[config.mk]
export PLATFORM = sky130hd
export DESIGN_NAME = skip_result_buffer
export DESIGN_NICKNAME = d
export VERILOG_FILES = /design/src/rtl/skip_result_buffer_pkg.sv /design/src/rtl/skip_result_buffer_array.sv /design/src/rtl/skip_result_buffer.sv
export SDC_FILE = /design/constraint.sdc
export NUM_CORES = 1
export LEC_CHECK = 0
export CORE_MARGIN = 2
export CORE_UTILIZATION = 50
export CTS_BUF_LIST = sky130_fd_sc_hd__clkbuf_2
export CTS_CLUSTER_SIZE = 30
export DETAILED_ROUTE_END_ITERATION = 8
export PLACE_DENSITY = 0.65
export SLEW_MARGIN = 0
export SYNTH_ARGS = -nofsm -noshare
export SYNTH_HDL_FRONTEND = slang
export SYNTH_HIERARCHICAL = 1
export SYNTH_SLANG_ARGS = --single-unit
[constraint.sdc]
create_clock -name ClockIn -period 11.5 [get_ports ClockIn]
set_input_delay 2.3 -clock ClockIn [delete_from_list [all_inputs] [get_ports ClockIn]]
set_output_delay 2.3 -clock ClockIn [all_outputs]
set_load 0.02 [all_outputs]
[src/rtl/skip_result_buffer_pkg.sv]
// Shared types and defaults for the skip result buffer.
// Defaults here are the widths the fetch skip path is built around.
package VSTypes;

    localparam int RB_DEPTH_DEF = 16;
    localparam int DATA_W_DEF   = 32;
    localparam int RB_IDX_W     = $clog2(RB_DEPTH_DEF);

    localparam logic [15:0] HIT_MAX = 16'hFFFF;

    typedef logic [RB_IDX_W-1:0] RbIdxType;

    typedef struct packed {
        logic [DATA_W_DEF-1:0] rs1Data;
        logic [DATA_W_DEF-1:0] rs2Data;
        RbIdxType              rdIdx;
        logic                  miss;
    } RbRspType;

endpackage

[src/rtl/skip_result_buffer_array.sv]
// Result storage with per-entry valid bits; writeback beats invalidate on the same entry.
// Reads are combinational; the top registers them into the response stage.
module skip_rb_array #(
    parameter int RB_DEPTH = 16,
    parameter int DATA_W   = 32,
    localparam int IDX_W   = $clog2(RB_DEPTH)
) (
    input  logic                ClockIn,
    input  logic                ResetIn,
    input  logic                WbValidIn,
    input  logic [IDX_W-1:0]    WbRbIdxIn,
    input  logic [DATA_W-1:0]   WbDataIn,
    input  logic                InvalidateIn,
    input  logic [RB_DEPTH-1:0] InvalidateMaskIn,
    input  logic [IDX_W-1:0]    Rs1IdxIn,
    input  logic [IDX_W-1:0]    Rs2IdxIn,
    output logic [DATA_W-1:0]   Rs1DataOut,
    output logic                Rs1ValidOut,
    output logic [DATA_W-1:0]   Rs2DataOut,
    output logic                Rs2ValidOut,
    output logic [RB_DEPTH-1:0] RbValidOut
);

    logic [DATA_W-1:0]   mem [RB_DEPTH];
    logic [RB_DEPTH-1:0] valid;
    logic [RB_DEPTH-1:0] validNext;

    // Write is applied after the mask so it wins on a shared entry.
    always_comb begin
        validNext = valid;
        if (InvalidateIn) begin
            validNext = validNext & ~InvalidateMaskIn;
        end
        if (WbValidIn) begin
            validNext[WbRbIdxIn] = 1'b1;
        end
    end

    always_ff @(posedge ClockIn) begin
        if (ResetIn) begin
            valid <= '0;
        end else begin
            valid <= validNext;
        end
    end

    always_ff @(posedge ClockIn) begin
        if (WbValidIn && !ResetIn) begin
            mem[WbRbIdxIn] <= WbDataIn;
        end
    end

    assign Rs1DataOut  = mem[Rs1IdxIn];
    assign Rs2DataOut  = mem[Rs2IdxIn];
    assign Rs1ValidOut = valid[Rs1IdxIn];
    assign Rs2ValidOut = valid[Rs2IdxIn];
    assign RbValidOut  = valid;

endmodule

[src/rtl/skip_result_buffer.sv]
// Result buffer serving operand reads to the fetch skip logic through a one-deep response stage.
// Optional SKIP_RB_BYPASS_EN forwards a same-cycle writeback into an accepted read.
module skip_result_buffer
    import VSTypes::*;
#(
    parameter int RB_DEPTH = RB_DEPTH_DEF,
    parameter int DATA_W   = DATA_W_DEF,
    localparam int IDX_W   = $clog2(RB_DEPTH)
) (
    input  logic                ClockIn,
    input  logic                ResetIn,
    input  logic                WbValidIn,
    input  logic [IDX_W-1:0]    WbRbIdxIn,
    input  logic [DATA_W-1:0]   WbDataIn,
    input  logic                InvalidateIn,
    input  logic [RB_DEPTH-1:0] InvalidateMaskIn,
    input  logic                ReqValidIn,
    output logic                ReqReadyOut,
    input  logic                Rs1ReadEnIn,
    input  logic                Rs2ReadEnIn,
    input  logic [IDX_W-1:0]    Rs1IdxIn,
    input  logic [IDX_W-1:0]    Rs2IdxIn,
    input  logic [IDX_W-1:0]    RdIdxIn,
    output logic                RspValidOut,
    input  logic                RspReadyIn,
    output logic [DATA_W-1:0]   Rs1DataOut,
    output logic [DATA_W-1:0]   Rs2DataOut,
    output logic [IDX_W-1:0]    RdIdxOut,
    output logic                RspMissOut,
    output logic [RB_DEPTH-1:0] RbValidOut,
    output logic [15:0]         HitCountOut
);

    typedef struct packed {
        logic [DATA_W-1:0] rs1Data;
        logic [DATA_W-1:0] rs2Data;
        logic [IDX_W-1:0]  rdIdx;
        logic              miss;
    } rspType;

    logic [DATA_W-1:0] arrRs1Data, arrRs2Data, rs1Data, rs2Data;
    logic              arrRs1Valid, arrRs2Valid, rs1Valid, rs2Valid;
    logic              rspValid, reqAccept;
    logic [15:0]       hitCount;
    rspType            rsp, rspNext;

    skip_rb_array #(
        .RB_DEPTH (RB_DEPTH),
        .DATA_W   (DATA_W)
    ) uArray (
        .ClockIn          (ClockIn),
        .ResetIn          (ResetIn),
        .WbValidIn        (WbValidIn),
        .WbRbIdxIn        (WbRbIdxIn),
        .WbDataIn         (WbDataIn),
        .InvalidateIn     (InvalidateIn),
        .InvalidateMaskIn (InvalidateMaskIn),
        .Rs1IdxIn         (Rs1IdxIn),
        .Rs2IdxIn         (Rs2IdxIn),
        .Rs1DataOut       (arrRs1Data),
        .Rs1ValidOut      (arrRs1Valid),
        .Rs2DataOut       (arrRs2Data),
        .Rs2ValidOut      (arrRs2Valid),
        .RbValidOut       (RbValidOut)
    );

    assign ReqReadyOut = !rspValid || RspReadyIn;
    assign reqAccept   = ReqValidIn && ReqReadyOut;

    always_comb begin
        rs1Valid = arrRs1Valid;
        rs1Data  = arrRs1Data;
        rs2Valid = arrRs2Valid;
        rs2Data  = arrRs2Data;
`ifdef SKIP_RB_BYPASS_EN
        if (WbValidIn && (WbRbIdxIn == Rs1IdxIn)) begin
            rs1Valid = 1'b1;
            rs1Data  = WbDataIn;
        end
        if (WbValidIn && (WbRbIdxIn == Rs2IdxIn)) begin
            rs2Valid = 1'b1;
            rs2Data  = WbDataIn;
        end
`endif
        // Disabled or invalid operands read as zero; only enabled ones can miss.
        rspNext.rs1Data = (Rs1ReadEnIn && rs1Valid) ? rs1Data : '0;
        rspNext.rs2Data = (Rs2ReadEnIn && rs2Valid) ? rs2Data : '0;
        rspNext.rdIdx   = RdIdxIn;
        rspNext.miss    = (Rs1ReadEnIn && !rs1Valid) || (Rs2ReadEnIn && !rs2Valid);
    end

    always_ff @(posedge ClockIn) begin
        if (ResetIn) begin
            rspValid <= 1'b0;
            rsp      <= '0;
            hitCount <= '0;
        end else if (reqAccept) begin
            rspValid <= 1'b1;
            rsp      <= rspNext;
            if (!rspNext.miss && (hitCount != HIT_MAX)) begin
                hitCount <= hitCount + 16'd1;
            end
        end else if (RspReadyIn) begin
            rspValid <= 1'b0;
        end
    end

    assign RspValidOut = rspValid;
    assign Rs1DataOut  = rsp.rs1Data;
    assign Rs2DataOut  = rsp.rs2Data;
    assign RdIdxOut    = rsp.rdIdx;
    assign RspMissOut  = rsp.miss;
    assign HitCountOut = hitCount;

endmodule

# Yosys cells after proc, flatten, opt, wreduce, memory -nomap -nowiden
# Memory sizes are Yosys's and may differ from the RTL's.
# Index checks and enable logic that the tools add are counted.
# word_totals
register_bits	102
ramBits	512
input_bits	72
output_inout_bits	103
n_memories	1
# classes
add_sub_neg	1
n_lt_le_gt_ge	4
eq_ne	1
muxes	14
n_bitwise	3
reduce_logical	17
# mem_list
memory	words	word_bits	rd	rd_clocked_by_memory_dff	wr	line	text
uArray.mem	16	32	2	0	1	skip_result_buffer_array.sv:24	logic [DATA_W-1:0] mem [RB_DEPTH];
# ops
op	n
$mux W32	2
$mux W16	2
$add A16 B1 Y16 const B	1
$and A16 B16 Y16	1
$ne A16 B16 Y1 const B	1
$not A16 Y16	1
$or A16 B16 Y16	1
$lt A4 B5 Y1 const B	3
$bmux W1 S4	2
$logic_and A1 B1 Y1	8
$mux W1	7
$logic_not A1 Y1	5
$demux W1 S4	1
$ge A4 B1 Y1 const B	1
$logic_or A1 B1 Y1	2
$reduce_and A2 Y1	1
$reduce_bool A2 Y1	1

# Longest topological paths before layout
# depth
word_depth	8
depth_mapped	12
ltp_nobuf	8

# Cells and area by module
# The synthesis kept the hierarchy.
# by_module_without_submodules
mod	n_inst	cells_each	area_each_um2	seq_area_each_um2
skip_rb_array	1	1147	23760.3	15695.1
skip_result_buffer	1	409	3378.2	1721.7

# Worst setup path before layout
# OpenSTA, ideal clock, no wires.
# synth_timing
path_kind	input -> register
start	input WbRbIdxIn[1]
end	memory uArray.mem[0][0] (enable)
setup_ps	464
arrival_ps	5293
required_time_ps	11036
slack_ps	5744
stages	2
path_buffers	0
cell_sequence	or4b_2 nor3_1
# synth_rtl
element	line	text
start: declaration	skip_result_buffer.sv:13	input logic [IDX_W-1:0] WbRbIdxIn,
end: declaration	skip_result_buffer_array.sv:24	
# No word-level cell before the write port.

# Worst setup path after layout
# layout_timing
start	input RspReadyIn
end	output ReqReadyOut
# layout_via
elab_chain_len	1
# layout_rtl
element	line	text
start: declaration	skip_result_buffer.sv:25	input logic RspReadyIn,
$logic_or A1 B1 Y1	skip_result_buffer.sv:67	assign ReqReadyOut = !rspValid || RspReadyIn;
end: declaration	skip_result_buffer.sv:18	output logic ReqReadyOut,
# Every way passes these cells.

==> summary.txt <==
Clocking
  – CTS sink cnt: ~610
  – Clock tree buffer depth: 3
  – Setup bufs post-CTS: 0
  – Resized Gates After CTS: 0
  – Total CTS buffers: ~160
  – Reg clk slew, reported paths: about 80 ps
  – Skew-Pair Late Insertion Delay: 1340 ps
  – H-tree Lvls: 4
  – TritonCTS clock tree: yes
  – Hold_buf cts: 0
  – Root buf cell: clkbuf_2

STA
  – Worst rel slew slack: roughly 14%
  – Final setup viols: 0
  – Tightest Pin Transition: around 1300 ps
  – Max Transition Viols Final: 0
  – Hold Violations, Final: 0
  – Final min period: 5940 ps
  – Unrepaired setup endpoints after global routing: false
  – Max Fclk: between 0.15 and 0.2 GHz
  – Worst Setup Slack, final: between 5000 and 6000 ps
  – Clock Skew: 73.3 ps
  – Setup TNS: 0 ps
  – Tcrit/Tclk final: 51.6%

Placement
  – Pre-CTS setup slack: approximately 5600 ps
  – Global placement routability congestion: 0.781
  – Port-buffer cells: 174
  – Detail Placement HPWL: 38.2 mm

Logic synthesis
  – Register bit total from synthesis: approximately 610
  – Post-synth EDFFs: slightly above 500
  – Ys flop type: edfxtp_1
  – Synthesized cell area: roughly 0.027 mm2
  – Sequential area share after synthesis: between 60% and 70%
  – Synth async-reset ratio: 0%
  – Post-synth net total: roughly 1,600
  – YS warnings: 6
  – Synth Instances: about 1,600
  – Distinct cell type count after synthesis: 38
  – Synthesized area per cell: between 15 and 20 um2

Global route
  – Vias in the first global route: around 17,000
  – Initial antenna violation count: 4
  – Largest net degree at the start of global routing: between 70 and 80
  – Grt ovf: 0
  – Total GRT Usage: between 20 and 30%
  – First-pass GRT wire length: between 100 and 150 mm

Route
  – Final antenna-violating net count: 0
  – Vias per std cell: around 6.3
  – Via count: 16,700
  – First drt pass iteration count: 7
  – Drt total wl: between 70 and 80 mm
  – Wirelength per Cell: around 28 um
  – DR DRC count: 0
  – Drt initial violations: ~1,900

Worst hold path
  – Hold Path Class: flip-flop to flip-flop

Finish
  – Synth-to-layout area growth: 14.1%
  – Final nets: roughly 1,900
  – Share of layout cells above drive strength 1: about a third
  – Final Util: between 50% and 60%
  – Fill cells: about 4,100

Floorplan
  – Boundary Pins: about 180
  – Core area: around 0.054 mm2
  – Rows: 85
  – DIE AREA: roughly 0.056 mm2
  – Die X: 237 um
  – Starting Density: 50.5%
  – Chip height: around 240 um

Setup path
  – Req. time, crit path: roughly 9200 ps
  – Setup CP Type: primary input to output port
  – Worst setup SP type: primary input
  – CP Capture Type: output port
  – CP Max Fanout: 5
  – Worst path arrival time: around 3600 ps

Power and ir drop
  – Clock share of power: a little over a third
  – Sw Share: about a quarter
  – Net Sw Power: ~1.1 mW
  – VDD IR-drop max: 0.0920 mV
  – Flop pwr share: between 50% and 60%
  – P_leak: 10.0 nW
  – Gate power share: 8.1%
  – Cell internal pwr: approximately 3.2 mW
  – P per Cell Area: roughly 140 mW/mm2

Flow run
  – Number of max-cap violations: 0

Status
  – Status: finished clean
==> sequential cells by signal, summed over array words and instances (netlist names) <==
name	flops
RspValidOut	1
uArray/mem	512
RspMissOut	1
HitCountOut	16
Rs1DataOut	32
uArray/RbValidOut	16
RdIdxOut	4
Rs2DataOut	32
==> area by class of cell <==
cell class                 instances  area [um2]  area share (%)
clock buffer                     249        1250            4.02
clock inverter                    34         189           0.610
antenna                            7        17.5          0.0565
timing repair buffer             211        2020            6.52
multi-input combinational        810        9210            29.7
sequential                       614       17400            56.2
tap                              696         871            2.81
inverter                           3        11.3          0.0364
==> metal layers <==
layer	part of all wire [%]	track usage [%]	wire, um
met5	0.20	0	147
met2	49	43.8	36400
met1	39	36.8	28600
met4	2.5	9.47	1830
met3	9.4	5.84	6920
==> stage by stage <==
| stage | power, mW | cells | hold WS (ps) | cell area (um2) |
|---|---|---|---|---|
| after global routing | 4.46 | 2618 | 470 | 31000 |
| final | 4.28 | 2624 | 452 | 31000 |
| after floorplan | 2.71 | 1556 | 529 | 27100 |
| after global placement | 2.83 | 2334 | 440 | 29500 |
| after CTS | 4.32 | 2617 | 455 | 31000 |
| after detailed placement | 2.84 | 2334 | 444 | 29500 |
==> cell usage after synthesis, drive strengths merged, types with 2 or more instances <==
library cell	number	area (um2)
xnor2	13	114
nor2b	4	25.0
dfxtp	102	2040
mux4	264	5950
edfxtp	512	15400
nand4bb	2	22.5
and2	7	43.8
a22oi	132	991
and3	3	18.8
a31o	17	149
a21oi	71	355
nand2b	5	31.3
nand4	6	52.6
nand3	69	345
inv	3	11.3
o21ai	2	10.0
nor4	6	83.8
nor2	30	113
buf	68	435
clkbuf	61	229
nand2	162	608
nor3	7	35.0
==> cells in the final DEF, fill, tap and decap left out, types with 3 or more instances in the layout <==
master and instances:
a21oi_1 71, a22oi_1 132, a31o_2 16, and2_1 4, and2_2 3, and3_1 3
buf_4 40, clkbuf_2 249, clkdlybuf4s50_1 169, clkinv_1 25, clkinv_2 4, dfxtp_1 102
diode_2 7, edfxtp_1 512, inv_1 3, mux4_2 264, nand2_1 161, nand2b_1 5
nand3_1 69, nand4_1 5, nor2_1 16, nor2_4 14, nor2b_4 4, nor3_1 3
nor3_2 4, nor4_2 5, xnor2_1 13
==> worst max-delay path: stages <==
cell,delay (ps)
clkdlybuf4s50_1,440
nand2b_1,240
clkdlybuf4s50_1,650
==> path summary, 6_finish.rpt <==
kind,startpoint,to,slack [ps],cells after the start
setup / recovery,RspReadyIn,ReqReadyOut,5560,3
hold / removal,Rs1DataOut[16],Rs1DataOut[16],450,2
hold reg to reg,Rs1DataOut[16],Rs1DataOut[16],450,2
setup reg to reg,uArray/RbValidOut[11],HitCountOut[15],9110,8
==> power groups by stage <==
stage               Sequential, mW  Combinational (mW)  Clock (mW)
floorplan                     2.49               0.218           0
global placement              2.49               0.344           0
detailed placement            2.49               0.348           0
CTS                           2.44               0.349        1.53
global route                  2.44               0.371        1.64
finish                        2.44               0.348        1.49
==> cell families after synthesis <==
| kind of cell | after synthesis | share of synthesized area [%] |
|---|---|---|
| AND/OR/NAND/NOR | 306 | 5.27 |
| flip-flops | 614 | 64.2 |
| buffers and inverters | 132 | 2.49 |
| XOR/XNOR | 13 | 0.420 |
| AO/OA/AOI/OAI | 226 | 5.69 |
| adder cells (fa/ha/maj) | 1 | 0.0461 |
| multiplexers | 264 | 21.9 |
Power figures use the tool's default switching activity.
